### config.mk
export PLATFORM = sky130hd
export DESIGN_NAME = signal_amp_ramp
export DESIGN_NICKNAME = d
export VERILOG_FILES = /design/src/rtl/signal_amp_pkg.sv /design/src/rtl/signal_amp_seq.sv /design/src/rtl/signal_amp_ramp.sv
export SDC_FILE = /design/constraint.sdc
export NUM_CORES = 1
export LEC_CHECK = 0
export ABC_AREA = 1
export ABC_CLOCK_PERIOD_IN_PS = 12300
export CELL_PAD_IN_SITES_DETAIL_PLACEMENT = 2
export CELL_PAD_IN_SITES_GLOBAL_PLACEMENT = 2
export CORE_MARGIN = 2
export CORE_UTILIZATION = 40
export DETAILED_ROUTE_END_ITERATION = 7
export PLACE_DENSITY_LB_ADDON = 0.2
export SYNTH_ARGS = -nofsm -noshare
export SYNTH_HDL_FRONTEND = slang
export SYNTH_SLANG_ARGS = --single-unit
### constraint.sdc
create_clock -name CLK -period 12.3 [get_ports CLK]
set_input_delay 2.46 -clock CLK [delete_from_list [all_inputs] [get_ports CLK]]
set_output_delay 2.46 -clock CLK [all_outputs]
set_load 0.005 [all_outputs]
### src/rtl/signal_amp_pkg.sv
// Shared constants for the programmable-gain amplifier: the +0..+20 dB
// coefficient table (unsigned Q4.10), the ramp state type and index helpers.
package signal_amp_pkg;

    localparam int GAIN_MAX_DB = 20;
    localparam int COEF_FRAC   = 10;

    localparam logic [13:0] GAIN_TABLE [0:GAIN_MAX_DB] = '{
        14'd1024, 14'd1149, 14'd1289, 14'd1446, 14'd1623, 14'd1821, 14'd2043,
        14'd2292, 14'd2572, 14'd2886, 14'd3238, 14'd3633, 14'd4077, 14'd4574,
        14'd5132, 14'd5758, 14'd6461, 14'd7249, 14'd8134, 14'd9126, 14'd10240
    };

    typedef enum logic [1:0] {
        IDLE = 2'd0,
        UP   = 2'd1,
        DOWN = 2'd2
    } ramp_state_t;

    function automatic logic [4:0] gain_clamp(input logic [4:0] db);
        return (db > 5'(GAIN_MAX_DB)) ? 5'(GAIN_MAX_DB) : db;
    endfunction

    function automatic logic [13:0] gain_coef(input logic [4:0] idx);
        return GAIN_TABLE[gain_clamp(idx)];
    endfunction

endpackage

### src/rtl/signal_amp_seq.sv
// Gain-index sequencer: holds target/current index and BUSY. With
// SIGNAL_AMP_RAMP_EN defined the current index walks 1 dB per RAMP_SAMPLES
// valid samples; otherwise it jumps to the target one cycle after GAIN_SET.
//
//   state | meaning
//   IDLE  | cur_idx == tgt_idx, ramp counter held at 0
//   UP    | cur_idx <  tgt_idx, counting samples before the next +1 dB step
//   DOWN  | cur_idx >  tgt_idx, counting samples before the next -1 dB step
module signal_amp_seq
    import signal_amp_pkg::*;
#(
    parameter int RAMP_SAMPLES = 4
) (
    input  logic       clk,
    input  logic       rst,
    input  logic       in_valid,
    input  logic [4:0] gain_db,
    input  logic       gain_set,
    output logic [4:0] cur_idx,
    output logic       busy
);

    logic [4:0] tgt_d, tgt_q;
    logic [4:0] cur_d, cur_q;
    logic       busy_d, busy_q;

    always_comb begin
        tgt_d = gain_set ? gain_clamp(gain_db) : tgt_q;
    end

`ifdef SIGNAL_AMP_RAMP_EN
    localparam int CW = (RAMP_SAMPLES > 1) ? $clog2(RAMP_SAMPLES) : 1;
    localparam logic [CW-1:0] CNT_LAST = CW'(RAMP_SAMPLES - 1);

    ramp_state_t   state_d, state_q;
    logic [CW-1:0] cnt_d, cnt_q;

    always_comb begin
        cur_d = cur_q;
        cnt_d = cnt_q;
        case (state_q)
            UP, DOWN: begin
                if (in_valid) begin
                    if (cnt_q == CNT_LAST) begin
                        cnt_d = '0;
                        cur_d = (state_q == UP) ? cur_q + 5'd1 : cur_q - 5'd1;
                    end else begin
                        cnt_d = cnt_q + 1'b1;
                    end
                end
            end
            default: cnt_d = '0;
        endcase
        // Landing on the target (by stepping or by a new target) parks the counter.
        if (cur_d == tgt_d) begin
            cnt_d = '0;
        end
        if (cur_d == tgt_d) begin
            state_d = IDLE;
        end else if (cur_d < tgt_d) begin
            state_d = UP;
        end else begin
            state_d = DOWN;
        end
    end

    always_ff @(posedge clk or posedge rst) begin
        if (rst) begin
            state_q <= IDLE;
            cnt_q   <= '0;
        end else begin
            state_q <= state_d;
            cnt_q   <= cnt_d;
        end
    end
`else
    logic unused_ramp_cfg;
    assign unused_ramp_cfg = in_valid ^ (RAMP_SAMPLES > 0);

    always_comb begin
        cur_d = tgt_q;
    end
`endif

    always_comb begin
        busy_d = (cur_d != tgt_d);
    end

    always_ff @(posedge clk or posedge rst) begin
        if (rst) begin
            tgt_q  <= '0;
            cur_q  <= '0;
            busy_q <= 1'b0;
        end else begin
            tgt_q  <= tgt_d;
            cur_q  <= cur_d;
            busy_q <= busy_d;
        end
    end

    assign cur_idx = cur_q;
    assign busy    = busy_q;

endmodule

### src/rtl/signal_amp_ramp.sv
// Programmable-gain amplifier (+0..+20 dB): two-stage multiply/saturate
// pipeline and clip counter. Gain ramping is selected by SIGNAL_AMP_RAMP_EN.
module signal_amp_ramp
    import signal_amp_pkg::*;
#(
    parameter int BIT_WIDTH    = 10,
    parameter int RAMP_SAMPLES = 4
) (
    input  logic                        CLK,
    input  logic                        RESET,
    input  logic signed [BIT_WIDTH-1:0] IN,
    input  logic                        IN_VALID,
    input  logic [4:0]                  GAIN_DB,
    input  logic                        GAIN_SET,
    input  logic                        CLIP_CLR,
    output logic signed [BIT_WIDTH-1:0] OUT,
    output logic                        OUT_VALID,
    output logic                        CLIP,
    output logic [7:0]                  CLIP_CNT,
    output logic                        BUSY
);

    localparam int PW = BIT_WIDTH + 15;
    localparam logic signed [PW-1:0] SAT_HI = PW'((2 ** (BIT_WIDTH - 1)) - 1);
    localparam logic signed [PW-1:0] SAT_LO = PW'(-(2 ** (BIT_WIDTH - 1)));

    logic [4:0]                  cur_idx;
    logic [13:0]                 coef;
    logic signed [PW-1:0]        prod_d, prod_q, sh;
    logic                        v1_d, v1_q;
    logic                        out_valid_d, out_valid_q;
    logic                        clip_d, clip_q;
    logic signed [BIT_WIDTH-1:0] out_d, out_q;
    logic [7:0]                  clip_cnt_d, clip_cnt_q;

    signal_amp_seq #(
        .RAMP_SAMPLES(RAMP_SAMPLES)
    ) u_seq (
        .clk     (CLK),
        .rst     (RESET),
        .in_valid(IN_VALID),
        .gain_db (GAIN_DB),
        .gain_set(GAIN_SET),
        .cur_idx (cur_idx),
        .busy    (BUSY)
    );

    assign coef = gain_coef(cur_idx);

    always_comb begin
        v1_d   = IN_VALID;
        prod_d = prod_q;
        if (IN_VALID) begin
            prod_d = PW'(IN) * PW'($signed({1'b0, coef}));
        end

        sh          = prod_q >>> COEF_FRAC;
        out_valid_d = v1_q;
        out_d       = out_q;
        clip_d      = 1'b0;
        if (v1_q) begin
            if (sh > SAT_HI) begin
                out_d  = SAT_HI[BIT_WIDTH-1:0];
                clip_d = 1'b1;
            end else if (sh < SAT_LO) begin
                out_d  = SAT_LO[BIT_WIDTH-1:0];
                clip_d = 1'b1;
            end else begin
                out_d = sh[BIT_WIDTH-1:0];
            end
        end

        // A clear coincident with a visible clip keeps that clip counted.
        clip_cnt_d = clip_cnt_q;
        if (CLIP_CLR) begin
            clip_cnt_d = {7'd0, clip_q};
        end else if (clip_q && (clip_cnt_q != 8'hFF)) begin
            clip_cnt_d = clip_cnt_q + 8'd1;
        end
    end

    always_ff @(posedge CLK or posedge RESET) begin
        if (RESET) begin
            v1_q        <= 1'b0;
            prod_q      <= '0;
            out_valid_q <= 1'b0;
            out_q       <= '0;
            clip_q      <= 1'b0;
            clip_cnt_q  <= '0;
        end else begin
            v1_q        <= v1_d;
            prod_q      <= prod_d;
            out_valid_q <= out_valid_d;
            out_q       <= out_d;
            clip_q      <= clip_d;
            clip_cnt_q  <= clip_cnt_d;
        end
    end

    assign OUT       = out_q;
    assign OUT_VALID = out_valid_q;
    assign CLIP      = clip_q;
    assign CLIP_CNT  = clip_cnt_q;

endmodule
==> results.md, run 1 <==
* Layout cells sized above 1 at 3.95%
* DP Wirelength at 19600 um
* Fraction of the mapped netlist area in adder cells at 40.3%
* Crit path capture type: flop
* Root Buffer: clkbuf_16
* Vias in the first global route at 7194
* CP Launch Type: input pin
* GP Congestion at 0.848
* Setup TNS at 0 ns
* Io pins at 41
* Max clock buf depth at 2
* Worst Setup EP: prod_q[18]$_DFFE_PP0P_
* Iteration-0 DRC Markers at 250
* DRC viols at 0
* Post-CTS setup repair buffer count at 0
* Slew margin rel. at 31.1%
* Max Cap Viol at 0
* GRT overflow at 0
* Worst slew pin tran at 1.03 ns
* Status: complete, no violations
* Compound-Gate Fraction of Synth Area at 8.20%
* Fin. max-slew vios at 0
* Tcrit/Tclk final at 64.9%
* Post-Synth XOR/XNOR Area at 1.59%
* Clock Sinks at 47
* Crit path launch: IN[3]
* Worst Path Max Fanout at 14
* Crit path largest cell delay at 0.96 ns
* Die height at 138 um
* DIE AREA at 0.0190 mm^2
* # nets final at 1155
* Worst R2R Setup Slack at 4.61 ns
* Sequential area share after synthesis at 16.4%
* Vias at 6262
* Largest net degree at the start of global routing at 48
* CTS tree: built
* Reg2Reg Depth at 32
* Crit path depth at 22
* Setup violators final at 0
* Clock Latency Late Sink at 0.29 ns
* Initial antenna violation count at 0
* CTS clk-pin slew, worst paths at 0.07 ns
* Placed insts at 1179
* Worst path bufs/invs at 6
* Hold Violations, Final at 0
* Commonest non-fill, non-tap cell in the layout: nand2_1
* Fin cells at 1187
* CP Cell Sequence: clkdlybuf4s50_1 -> nand2_1 -> fa_1 -> inv_1 -> fa_1 -> fa_1 -> fa_1 -> inv_1 -> fa_1 -> inv_1 -> ha_1 -> nand2_1 -> nor2_1 -> inv_1 -> o21ai_0 -> inv_1 -> nand2_2 -> nand2_1 -> nand2_1 -> xor2_1 -> nand2_1 -> nand2_1
* Antenna viol nets, final at 0
* RSZ-0062 raised after global routing: false
* Syn Nets at 1122
* Most Frequent Cell on Critical Path: nand2_1
* Ys flop type: dfrtp_1
* Final wirelength at 23200 um
* Num CTS Buffers at 5
* Commonest cells after routing, fill and taps aside: nand2_1 (216), inv_1 (184), nor2_1 (105)
* Port Buffers at 40
* WS Path Type: in -> reg
* Post-Syn Instances at 928
* Reg area at 0.00118 mm^2
* CTS H-tree lvls at 2
* Top delay family on crit path: adder cells
* Mapped Area at 0.00716 mm^2
* Clock Skew at 0.00452 ns
* Synthesized flop and latch total at 47
* Initial core utilization at 41.1%
* Vias/cell at 5.28
* Yosys cell types at 44
* Fmax at 0.125 GHz
* Main combinational cell family by area after synthesis: adder cells
* Multi-input logic area at 0.00517 mm^2
* Synth Area in Simple Gates at 22.1%
* WL per Instance at 19.5 um
* Die W at 138 um
* Worst reg2reg endpoint: prod_q[18]$_DFFE_PP0P_
* Area Growth Syn to Fin at 10.5%
* Placeable Area at 0.0174 mm^2
* Filler cell count at 2047
* # hold bufs at CTS at 0
* First-pass GRT wire length at 38100 um
* Hold Crit Depth at 0
* Asr flop ratio synth at 100%
* Min-delay worst type: reg -> reg
* YS warnings at 0
* Reg2reg start: u_seq.cur_idx[4]$_DFF_PP0_
* EDFF count, synth at 0
* Post-synthesis mux area share at 0%
* Ant. Diodes at 0
* Drt pass-1 iters at 5
* Post_cts resized at 0
* CP arrival at 8.21 ns
* Crit-path slowest cell: clkdlybuf4s50_1
* Syn_area_per_cell at 7.71 um^2
* Global-route usage over all layers at 26.3%
* Row cnt at 48
* Min cycle time layout at 7.99 ns
* Critical Path RT at 12.53 ns
## cells by family (layout without fill, tap and decap cells)
group / after synthesis / count (layout)
flip-flops: 47 / 47
AO/OA/AOI/OAI: 99 / 99
XOR/XNOR: 13 / 13
adder cells (fa/ha/maj): 174 / 174
AND/OR/NAND/NOR: 386 / 386
buffers and inverters: 209 / 243
## final cells by class
type                            count  area share [%]
Inverter                          195            9.46
Clock inverter                      1          0.0633
Multi-Input combinational cell    672            65.3
Sequential cell                    47            14.9
Tap cell                          225            3.56
Clock buffer                        7            1.68
Timing Repair Buffer               40            5.06
## worst reg2reg max path, delay by kind of cell (launching register included)
| kind | cells | cell delay (ns) |
|---|---|---|
| AO/OA/AOI/OAI | 1 | 0.41 |
| XOR/XNOR | 1 | 0.16 |
| adder cells (fa/ha/maj) | 7 | 3.20 |
| buffers and inverters | 9 | 0.91 |
| flip-flops | 1 | 0.65 |
| AND/OR/NAND/NOR | 14 | 2.28 |
## sequential cells by signal, indices dropped and copies added (netlist names)
signal / cells
prod_q: 15
OUT: 10
CLIP_CNT: 8
u_seq.cur_d: 5
u_seq.cur_idx: 5
CLIP: 1
OUT_VALID: 1
out_valid_d: 1
u_seq.busy: 1
## how the worst min path moves through the flow
stage                           to  slack (ns)                  start
4_1_cts        OUT_VALID$_DFF_PP0_        0.41  out_valid_d$_DFF_PP0_
2_1_floorplan  OUT_VALID$_DFF_PP0_        0.37  out_valid_d$_DFF_PP0_
3_5_place_dp   OUT_VALID$_DFF_PP0_        0.40  out_valid_d$_DFF_PP0_
3_3_place_gp   OUT_VALID$_DFF_PP0_        0.39  out_valid_d$_DFF_PP0_
5_1_grt        OUT_VALID$_DFF_PP0_        0.43  out_valid_d$_DFF_PP0_
6_report       OUT_VALID$_DFF_PP0_        0.41  out_valid_d$_DFF_PP0_
## cell usage after synthesis (all sizes together), types with 7 or more instances
master  count  area share, %
nand2     224             12
inv       192             10
nor2      107            5.7
fa         94             26
ha         80             14
dfrtp      47             16
o21ai      39            2.8
a21oi      33            2.6
nand3      30            2.2
a31oi       9           0.79
nor3        9           0.63
buf         7           0.59
clkbuf      7           0.37
or2         7           0.61
xor2        7           0.86
## per-layer routing
metal / track usage, % / vias to the layer above / share of wire, %
li1: - / 2922 / -
met1: 33.4 / 3211 / 42
met2: 48.8 / 98 / 52
met3: 2.65 / 31 / 3.7
met4: 4.82 / 0 / 1.9
met5: 0 / - / 0
## metrics by stage
stage	setup WS (ns)	hold WS [ns]	util, %	instance area [um^2]
5_1_grt	3.96	0.428	45.4	7910
3_3_place_gp	4.31	0.392	44.6	7770
2_1_floorplan	5.38	0.374	-	7160
4_1_cts	4.35	0.414	45.4	7910
3_5_place_dp	4.12	0.399	44.6	7770
6_report	4.31	0.414	45.4	7910
Power of run 1 is not shown: default switching activity piles up to over one toggle a cycle in this logic, so the estimate is an artifact.
==> run 2, diff against run 1 <==
--- a/config.mk
+++ b/config.mk
@@ -6,11 +6,11 @@
 export NUM_CORES = 1
 export LEC_CHECK = 0
 export ABC_AREA = 1
-export ABC_CLOCK_PERIOD_IN_PS = 12300
+export ABC_CLOCK_PERIOD_IN_PS = 7900
 export CELL_PAD_IN_SITES_DETAIL_PLACEMENT = 2
 export CELL_PAD_IN_SITES_GLOBAL_PLACEMENT = 2
 export CORE_MARGIN = 2
-export CORE_UTILIZATION = 40
+export CORE_UTILIZATION = 37
 export DETAILED_ROUTE_END_ITERATION = 7
 export PLACE_DENSITY_LB_ADDON = 0.2
 export SYNTH_ARGS = -nofsm -noshare
==> constraint.sdc (replaced) <==
create_clock -name CLK -period 7.9 [get_ports CLK]
set_input_delay 1.58 -clock CLK [delete_from_list [all_inputs] [get_ports CLK]]
set_output_delay 1.58 -clock CLK [all_outputs]
set_load 0.005 [all_outputs]
==> run 2 against run 1 <==
Via count grew 0.11%. Sequential share of layout area shrank 0.21 points. Routed wire length grew 0.68%. Setup slack lost 3.7 ns.
==> results.md, run 2 (synthesis gave the netlist of run 1 again) <==
* First-pass GRT wire length at 38900 um (was 38100 um)
* Status: complete, no violations (unchanged)
* Die height at 143 um (was 138 um)
* Root Buffer: clkbuf_16 (unchanged)
* Max clock buf depth at 2 (unchanged)
* Max reg flops at 15 (unchanged)
* Fin util at 42.6% (was 45.4%)
* CTS clk-pin slew, worst paths at 0.07 ns (about the same)
* DIE AREA at 0.0205 mm^2 (was 0.0190 mm^2)
* Vias at 6269 (was 6262)
* # hold bufs at CTS at 0 (unchanged)
* Port Buffers at 40 (unchanged)
* CTS H-tree lvls at 2 (unchanged)
* Vias/cell at 5.11 (was 5.28)
* Most Frequent Cell on Critical Path: inv_1 (was nand2_1)
* Fmax at 0.138 GHz
* Die W at 143 um (was 138 um)
* Clock Skew at 0.0112 ns (was 0.00452 ns)
* Io pins at 41 (unchanged)
* Largest net degree at the start of global routing at 48 (unchanged)
* # nets final at 1160 (was 1155)
* CP arrival at 7.43 ns (was 8.21 ns)
* Clock Sinks at 47 (unchanged)
* Max Cap Viol at 0 (unchanged)
* Hold Violations, Final at 0 (unchanged)
* Layout cells sized above 1 at 4.65% (was 3.95%)
* Min cycle time layout at 7.26 ns
* Crit-path slowest cell: dfrtp_1 (was clkdlybuf4s50_1)
* Post-CTS setup repair buffer count at 0 (unchanged)
* Crit path capture type: flop (unchanged)
* Worst Path Max Fanout at 11 (was 14)
* Multi-input logic area at 0.00517 mm^2 (unchanged)
* GP Congestion at 0.852 (was 0.848)
* Reg area at 0.00118 mm^2 (unchanged)
* WS Path Type: reg -> reg (was in -> reg)
* Initial core utilization at 38.0% (was 41.1%)
* Slew margin rel. at 32.8% (was 31.1%)
* CP Launch Type: flop (was input pin)
* RSZ-0062 raised after global routing: false (unchanged)
* Post_cts resized at 0 (unchanged)
* Filler cell count at 2226 (was 2047)
* Min-delay worst type: reg -> reg (unchanged)
* Worst slew pin tran at 1.01 ns (was 1.03 ns)
* Fin. max-slew vios at 0 (unchanged)
* Initial antenna violation count at 0 (unchanged)
* Ant. Diodes at 0 (unchanged)
* DP Wirelength at 19300 um (was 19600 um)
* Crit path largest cell delay at 0.63 ns (was 0.96 ns)
* Setup violators final at 0 (unchanged)
* Commonest cells after routing, fill and taps aside: nand2_1 (216), inv_1 (184), nor2_1 (105) (unchanged)
* Setup TNS at 0 ns (unchanged)
* Critical Path RT at 8.06 ns (was 12.53 ns)
* WL per Instance at 19.0 um (was 19.5 um)
* Drt pass-1 iters at 4 (was 5)
* Placeable Area at 0.0188 mm^2 (was 0.0174 mm^2)
* Iteration-0 DRC Markers at 237 (was 250)
* Biggest register: prod_q (unchanged)
* Clock Latency Late Sink at 0.30 ns (was 0.29 ns)
* Final wirelength at 23300 um (was 23200 um)
* Fin Hold WS at 0.429 ns (was 0.414 ns)
* Global-route usage over all layers at 24.8% (was 26.3%)
* Tcrit/Tclk final at 92.0%
* Num CTS Buffers at 5 (unchanged)
* DRC viols at 0 (unchanged)
* Vias in the first global route at 7250 (was 7194)
* Area Growth Syn to Fin at 12.1% (was 10.5%)
* CTS tree: built (unchanged)
* Commonest non-fill, non-tap cell in the layout: nand2_1 (unchanged)
* Row cnt at 50 (was 48)
* GRT overflow at 0 (unchanged)
* Antenna viol nets, final at 0 (unchanged)
[run 2: cell count changes in the layout (fill, tap and decap cells not counted), sizes merged]
cell	before	now
inv	192	193
bufinv	1	2
buf	0	5
clkbuf	7	5
clkinv	3	2
clkinvlp	0	1
[run 2: layout make-up]
class | instances | area share [%]
Clock inverter | 3 | 0.577
Timing Repair Buffer | 45 | 5.46
Tap cell | 260 | 4.05
Clock buffer | 5 | 1.56
Inverter | 195 | 9.32
Multi-Input combinational cell | 672 | 64.4
Sequential cell | 47 | 14.7
[run 2: routing by layer]
layer / vias to the layer above / part of all wire [%] / GRT usage [%]
li1: 2919 / - / -
met1: 3192 / 45 / 32.3
met2: 118 / 50 / 43.5
met3: 40 / 2.9 / 2.15
met4: 0 / 2.8 / 8.03
met5: - / 0 / 0
[run 2: final timing paths]
kind	endpoint	slack (ns)	from	cells after the start
max	prod_q[24]$_DFFE_PP0P_	0.64	u_seq.cur_idx[3]$_DFF_PP0_	29
min	OUT_VALID$_DFF_PP0_	0.43	out_valid_d$_DFF_PP0_	0
max reg2reg	prod_q[24]$_DFFE_PP0P_	0.64	u_seq.cur_idx[3]$_DFF_PP0_	29
min reg2reg	OUT_VALID$_DFF_PP0_	0.43	out_valid_d$_DFF_PP0_	0
max in group asynchronous	prod_q[18]$_DFFE_PP0P_	5.44	RESET	2
min in group asynchronous	CLIP_CNT[2]$_DFFE_PP0P_	1.84	RESET	2
[run 2: stage by stage]
step / worst slack [ns] / instances / area, um^2
3_5_place_dp: 0.599 / 1219 / 7850
2_1_floorplan: 1.86 / 928 / 7160
3_3_place_gp: 0.685 / 1219 / 7850
6_report: 0.636 / 1227 / 8030
5_1_grt: 0.160 / 1227 / 8030
4_1_cts: 0.621 / 1227 / 8030
[run 2: critical path: cells and delay by family (launching register included)]
| kind | cells | cell delay [ns] |
|---|---|---|
| adders and majority gates | 7 | 3.20 |
| and+or+nand+nor | 8 | 1.38 |
| AOI/OAI and AO/OA | 7 | 1.16 |
| buffers and inverters | 7 | 0.74 |
| DFF | 1 | 0.63 |
Power of run 2 is left out for the same reason.
==> run 3, diff against run 2 <==
--- a/config.mk
+++ b/config.mk
@@ -15,4 +15,5 @@
 export PLACE_DENSITY_LB_ADDON = 0.2
 export SYNTH_ARGS = -nofsm -noshare
 export SYNTH_HDL_FRONTEND = slang
+export SYNTH_HIERARCHICAL = 1
 export SYNTH_SLANG_ARGS = --single-unit
==> run 3 against run 2 <==
Design area increased by 0.28%. Clock skew decreased by 0.0071 ns. Count of clock-buffer cells in the layout unchanged. Critical path depth decreased by 10. Highest routed layer unchanged.
==> results.md, run 3 <==
* Fmax at 0.137 GHz (was 0.138 GHz)
* Port Buffers at 40 (unchanged)
* Slew margin rel. at 52.2% (was 32.8%)
* Max clock buf depth at 2 (unchanged)
* Critical Path RT at 8.05 ns (was 8.06 ns)
* DIE AREA at 0.0204 mm^2 (was 0.0205 mm^2)
* CP arrival at 7.44 ns (was 7.43 ns)
* Ys flop type: dfrtp_1 (unchanged)
* Status: complete, no violations (unchanged)
* Iteration-0 DRC Markers at 204 (was 237)
* Worst Path Max Fanout at 9 (was 11)
* Area Growth Syn to Fin at 12.7% (was 12.1%)
* Global-route usage over all layers at 25.0% (was 24.8%)
* Reg2Reg Depth at 29 (unchanged)
* Commonest cells after routing, fill and taps aside: nand2_1 (223), inv_1 (187), nor2_1 (104) (was nand2_1 (216), inv_1 (184), nor2_1 (105))
* Hold Crit Depth at 0 (unchanged)
* Io pins at 41 (unchanged)
* Synth top area cells: fa_1 (26%), dfrtp_1 (16%), ha_1 (14%), nand2_1 (12%), inv_1 (9.8%) (was fa_1 (26%), dfrtp_1 (16%), ha_1 (14%), nand2_1 (11%), inv_1 (9.7%))
* Crit path capture type: flop (unchanged)
* Filler cell count at 2233 (was 2226)
* Min-delay src: out_valid_d$_DFF_PP0_ (unchanged)
* Final wirelength at 23600 um (was 23300 um)
* Worst R2R Setup Slack at 0.70 ns (was 0.64 ns)
* Count leader, synth: nand2_1 (unchanged)
* Worst reg2reg endpoint: prod_q[24]$_DFFE_PP0P_ (unchanged)
* Syn_area_per_cell at 7.62 um^2 (was 7.71 um^2)
* Mapped Area at 0.00714 mm^2 (was 0.00716 mm^2)
* Clock Skew at 0.00416 ns (was 0.0112 ns)
* Min-delay worst type: reg -> reg (unchanged)
* Post-Syn Instances at 937 (was 928)
* Clock Latency Late Sink at 0.29 ns (was 0.30 ns)
* Largest net degree at the start of global routing at 37 (was 48)
* EDFF count, synth at 0 (unchanged)
* Vias/cell at 5.11 (about the same)
* Syn Nets at 1131 (was 1122)
* Met2 Usage GRT at 45.3% (was 43.5%)
* RSZ-0062 raised after global routing: false (unchanged)
* Worst slew pin tran at 0.715 ns (was 1.01 ns)
* Num CTS Buffers at 5 (unchanged)
* Die height at 143 um (about the same)
* Initial antenna violation count at 0 (unchanged)
* Tcrit/Tclk final at 92.2% (was 92.0%)
* Sequential area share after synthesis at 16.5% (was 16.4%)
* Vias in the first global route at 7330 (was 7250)
* Synthesized flop and latch total at 47 (unchanged)
* Min cycle time layout at 7.29 ns (was 7.26 ns)
* CP Launch Type: input pin (was flop)
* YS warnings at 6 (was 0)
* Grt met3 use at 2.35% (was 2.15%)
* Setup violators final at 0 (unchanged)
* WL per Instance at 19.1 um (was 19.0 um)
* DRC viols at 0 (unchanged)
* Fin cells at 1240 (was 1227)
* Biggest register: prod_q (unchanged)
* M1 GR Usage at 31.5% (was 32.3%)
* Row cnt at 50 (unchanged)
* WS Path Type: in -> reg (was reg -> reg)
* Antenna viol nets, final at 0 (unchanged)
* Placed insts at 1232 (was 1219)
* Placeable Area at 0.0188 mm^2 (unchanged)
* Ant. Diodes at 0 (unchanged)
* CTS tree: built (unchanged)
* Asr flop ratio synth at 100% (unchanged)
* GP Congestion at 0.859 (was 0.852)
* Vias at 6339 (was 6269)
* Die W at 143 um (about the same)
* Drt pass-1 iters at 4 (unchanged)
* CTS H-tree lvls at 2 (unchanged)
* Reg area at 0.00118 mm^2 (about the same)
* # hold bufs at CTS at 0 (unchanged)
* Layout cells sized above 1 at 4.49% (was 4.65%)
* Commonest non-fill, non-tap cell in the layout: nand2_1 (unchanged)
* Max reg flops at 15 (unchanged)
* Post-synth top cells: nand2_1 (223), inv_1 (187), nor2_1 (105), fa_1 (94), ha_1 (80) (was nand2_1 (216), inv_1 (185), nor2_1 (105), fa_1 (94), ha_1 (80))
* Clock Sinks at 47 (unchanged)
* Initial core utilization at 37.9% (was 38.0%)
* Max Cap Viol at 0 (unchanged)
* Yosys cell types at 40 (was 44)
* Reg2reg start: u_seq/cur_idx[4]$_DFF_PP0_ (was u_seq.cur_idx[3]$_DFF_PP0_)
* GRT overflow at 0 (unchanged)
* Share of the synthesized area in the top cell type at 26.4% (was 26.3%)
* Hold Violations, Final at 0 (unchanged)
* Root Buffer: clkbuf_16 (unchanged)
* First-pass GRT wire length at 39100 um (was 38900 um)
* Fin. max-slew vios at 0 (unchanged)
* Top Usage Layer GRT: met2 (unchanged)
* Setup TNS at 0 ns (unchanged)
* Yosys top cell by area: fa_1 (unchanged)
* CTS clk-pin slew, worst paths at 0.07 ns (about the same)
* Multi-input logic area at 0.00520 mm^2 (was 0.00517 mm^2)
* DP Wirelength at 20400 um (was 19300 um)
* Hold EP: OUT_VALID$_DFF_PP0_ (unchanged)
* # nets final at 1173 (was 1160)
-- run 3: cell count changes in the layout (fill, tap and decap cells not counted), sizes merged, moves of 3 or more --
| cell | change |
|---|---|
| o21ai | +7 |
| a31oi | -5 |
| a21oi | +7 |
| buf | +3 |
| nand4 | -4 |
| or2 | -6 |
| nand3 | +8 |
| nand2 | +10 |
-- run 3: worst max-delay path by stage --
stage / from / depth (start not counted) / endpoint / slack, ns
6_report: IN[9] / 19 / prod_q[24]$_DFFE_PP0P_ / 0.61
2_1_floorplan: u_seq/cur_idx[4]$_DFF_PP0_ / 28 / prod_q[24]$_DFFE_PP0P_ / 1.76
5_1_grt: u_seq/cur_idx[4]$_DFF_PP0_ / 29 / prod_q[24]$_DFFE_PP0P_ / 0.16
3_5_place_dp: IN[9] / 19 / prod_q[24]$_DFFE_PP0P_ / 0.29
4_1_cts: u_seq/cur_idx[4]$_DFF_PP0_ / 31 / prod_q[24]$_DFFE_PP0P_ / 0.49
3_3_place_gp: IN[9] / 19 / prod_q[24]$_DFFE_PP0P_ / 0.61
-- run 3: critical path: stages --
cell and delay, ns:
clkdlybuf4s50_1 0.70, inv_1 0.41, nor2_1 0.16, fa_1 0.63, inv_1 0.10, fa_1 0.53, fa_1 0.52, fa_1 0.54
inv_1 0.06, fa_1 0.48, ha_1 0.37, a21oi_1 0.24, o21ai_0 0.18, a21oi_1 0.20, inv_1 0.08, a221oi_1 0.34
nand3_1 0.12, nand3_1 0.09, o21ai_0 0.10
-- run 3: routing by layer --
layer / vias to the layer above / wire [um]
li1: 2959 / -
met1: 3240 / 10400
met2: 106 / 11900
met3: 34 / 748
met4: 0 / 631
met5: - / 0
-- run 3: logic make-up (layout without fill, tap and decap cells) --
| family | after synthesis | after routing | synth area share (%) |
|---|---|---|---|
| AND/OR/NAND/NOR | 401 | 401 | 23.3 |
| AO/OA/AOI/OAI | 102 | 102 | 7.87 |
| adder cells (fa/ha/maj) | 174 | 174 | 40.4 |
| flip-flops | 47 | 47 | 16.5 |
| buffers and inverters | 204 | 247 | 10.8 |
| XOR/XNOR | 9 | 9 | 1.10 |
-- run 3: stage by stage --
step / instance area, um^2 / util [%] / hold WS, ns / worst slack (ns)
6_report: 8050 / 42.7 / 0.421 / 0.614
5_1_grt: 8050 / 42.7 / 0.432 / 0.163
4_1_cts: 8040 / 42.7 / 0.425 / 0.486
3_5_place_dp: 7870 / 41.8 / 0.409 / 0.286
3_3_place_gp: 7870 / 41.8 / 0.394 / 0.613
2_1_floorplan: 7140 / - / 0.374 / 1.76
-- run 3: cell type report --
cell class              instances  share of cell area [%]
clock inverters                 3                   0.575
multi-input cells             686                    64.6
clock buffers                   5                    1.55
well taps                     260                    4.04
inverters                     191                    8.91
flip-flops and latches         47                    14.6
repair buffers                 48                    5.72
-- run 3: what timing repair did --
action,CTS,global route
setup buffers,0,0
resized for setup,0,3
endpoints found under the setup margin,0,1
Power of run 3 is left out for the same reason.
==> patch, RTL diff (settings of run 3) <==
Take the reset off `prod_q` and load it in a clocked block of its own.
--- a/src/rtl/signal_amp_ramp.sv
+++ b/src/rtl/signal_amp_ramp.sv
@@ -84,3 +84,2 @@
             v1_q        <= 1'b0;
-            prod_q      <= '0;
             out_valid_q <= 1'b0;
@@ -91,3 +90,2 @@
             v1_q        <= v1_d;
-            prod_q      <= prod_d;
             out_valid_q <= out_valid_d;
@@ -97,2 +95,6 @@
         end
+    end
+
+    always_ff @(posedge CLK) begin
+        prod_q <= prod_d;
     end
Check against the original RTL: same outputs for any inputs over 4 cycles, from zero or initial values and one cycle with RESET high; that may be too few to reach the edited logic, so the function may still have changed.
==> patch against run 3 <==
  * Routed wire length is 7.6% lower
  * Worst hold slack worse by 0.021 ns
  * Design area down 2.8%
  * Synthesized area fell by 2.2%
  * Setup slack improved by 0.18 ns
  * Via count fell by 7.9%
  * Global-route usage is 2.4 points lower
  * Utilization shrank 0.77 points
  * Sequential cell count unchanged
  * Critical endpoint is now prod_q[19]
Power is left out: the tool's default activity adds up to more than one toggle a clock period on the data nets, which glitch-free logic cannot reach.
==> patch: results (changes against run 3) <==
- Outcome: completed
- Worst EP arrival: 7.16 ns (-0.28 ns)
- Gpl congestion: 0.9381 (+9.2%)
- Clock transition at path regs: 0.07 ns (about the same)
- Post-synth top cells: nand2_1 (189), inv_1 (170), nor2_1 (102)
- Total GRT Usage: 0.2262 (-0.02367)
- DPL Wire Length: 18.82 mm (-7.7%)
- Ys Warns: 6 (unchanged)
- CP max stage delay: 0.65 ns (-0.05 ns)
- R2R setup slack: 0.79 ns (+0.09 ns)
- ANT cells: 0 (unchanged)
- Worst min path class: flop to flop
- Worst min-delay path endpoint: OUT_VALID
- Initial drt markers: 261 (+28%)
- Drt wl/cell: 19.13 um (+0.41%)
- Root buffer cell: clkbuf_16
- Critical Path Fanout Max: 14 (+5)
- Final hold slack: 0.4002 ns (-0.02111 ns)
- Setup bufs post-CTS: 0 (unchanged)
- Dpl ws: 0.5273 ns (+0.2409 ns)
- First-pass GRT wire length: 35.16 mm (-10%)
- RR Startpoint: u_seq/cur_idx[4]
- Number of fill cells: 2,122 (-5.0%)
- Cell Area, Placed: 7636 sq um (-3.0%)
- Min-delay src: out_valid_d
- WL final: 21.83 mm (-7.6%)
- Detailed Routing Iterations Pass 1: 4 (unchanged)
- Post-CTS Resized: 0 (unchanged)
- Number of global-route vias before repair: 6,788 (-7.4%)
- Post-synth EDFFs: 15 (+15)
- Clock skew: 0.003141 ns (-0.001019 ns)
- Vias per cell: 5.116 (about the same)
- Biggest register: prod_q
- Clk Latency, worst-skew pair: 0.29 ns (about the same)
- Crit-path slowest cell: dfrtp_1
- Mean area per synthesized cell: 8.046 sq um (+5.6%)
- Reg2reg end: prod_q[19]
- Num CTS Buffers: 5 (unchanged)
- Hold Path Stages: 0 (unchanged)
- Share of post-route cells with drive strength above 1: 0.04300 (-0.001899)
- Seq/Total Area, Yosys: 0.1791 (+0.01444)
- CTS HTree Levels: 2 (unchanged)
- Row count: 50 (unchanged)
- PortBufs: 40 (unchanged)
- R2R cell count: 26 (-10%)
- Clock buffer depth: 2 (unchanged)
- Max reg flops: 15 (unchanged)
- Top cells by area, synth: fa_1 (27%), ha_1 (14%), dfrtp_1 (11%)
- Final net count: 1,100 (-6.2%)
- Initial antenna violation count: 0 (unchanged)
- Main synth FF type: dfrtp_1
- Async set-reset flop share out of synthesis: 0.6809 (-0.3191)
- Largest net degree at the start of global routing: 22 (-41%)
- Count of cell types in the netlist: 44 (+10%)
- Worst-margin pin slew: 0.8002 ns (+0.08466 ns)
==> patch: layout make-up <==
cell class	instances	area [sq um]	area share
Sequential cell	47	1251	0.1599
Timing Repair Buffer	43	422.9	0.05405
Clock inverter	2	37.54	0.004798
Tap cell	234	292.8	0.03742
Multi-Input combinational cell	633	5009	0.6402
Inverter	176	660.6	0.08444
Clock buffer	6	150.1	0.01919
==> patch: layer usage <==
metal  global-route usage  share of wire  vias to the layer above  wire length [um]
met3              0.01687          0.030                       22               656
met2               0.4188           0.51                      103             11070
li1                     -              -                     2750                 -
met5                    0              0                        -                 0
met1               0.2839           0.45                     2962              9714
met4              0.06211          0.018                        0               387
==> patch: critical path, delay by kind of cell, from the launching register on <==
kind / cells / cell delay [ns]
AND/OR/NAND/NOR: 9 / 1.22
adder cells (fa/ha/maj): 7 / 3.43
flip-flops: 1 / 0.65
buffers and inverters: 6 / 0.61
AO/OA/AOI/OAI: 4 / 0.94
==> patch: worst max-delay path by stage <==
stage / startpoint / depth (start not counted) / endpoint / slack, ns
3_3_place_gp: IN[9] / 17 / prod_q[21] / 0.77
5_1_grt: u_seq/cur_idx[4] / 27 / prod_q[17] / 0.35
6_report: u_seq/cur_idx[4] / 26 / prod_q[19] / 0.79
3_5_place_dp: IN[9] / 17 / prod_q[19] / 0.53
2_1_floorplan: IN[6] / 20 / prod_q[20] / 1.91
4_1_cts: u_seq/cur_idx[4] / 26 / prod_q[19] / 0.79
==> patch: cells by family (layout without fill, tap and decap cells) <==
logic type / after synthesis / after routing / share of synthesized area
XOR/XNOR: 14 / 14 / 0.01756
AND/OR/NAND/NOR: 346 / 346 / 0.2080
AO/OA/AOI/OAI: 99 / 99 / 0.07883
flip-flops: 47 / 47 / 0.1791
adder cells (fa/ha/maj): 174 / 174 / 0.4128
buffers and inverters: 188 / 227 / 0.1037
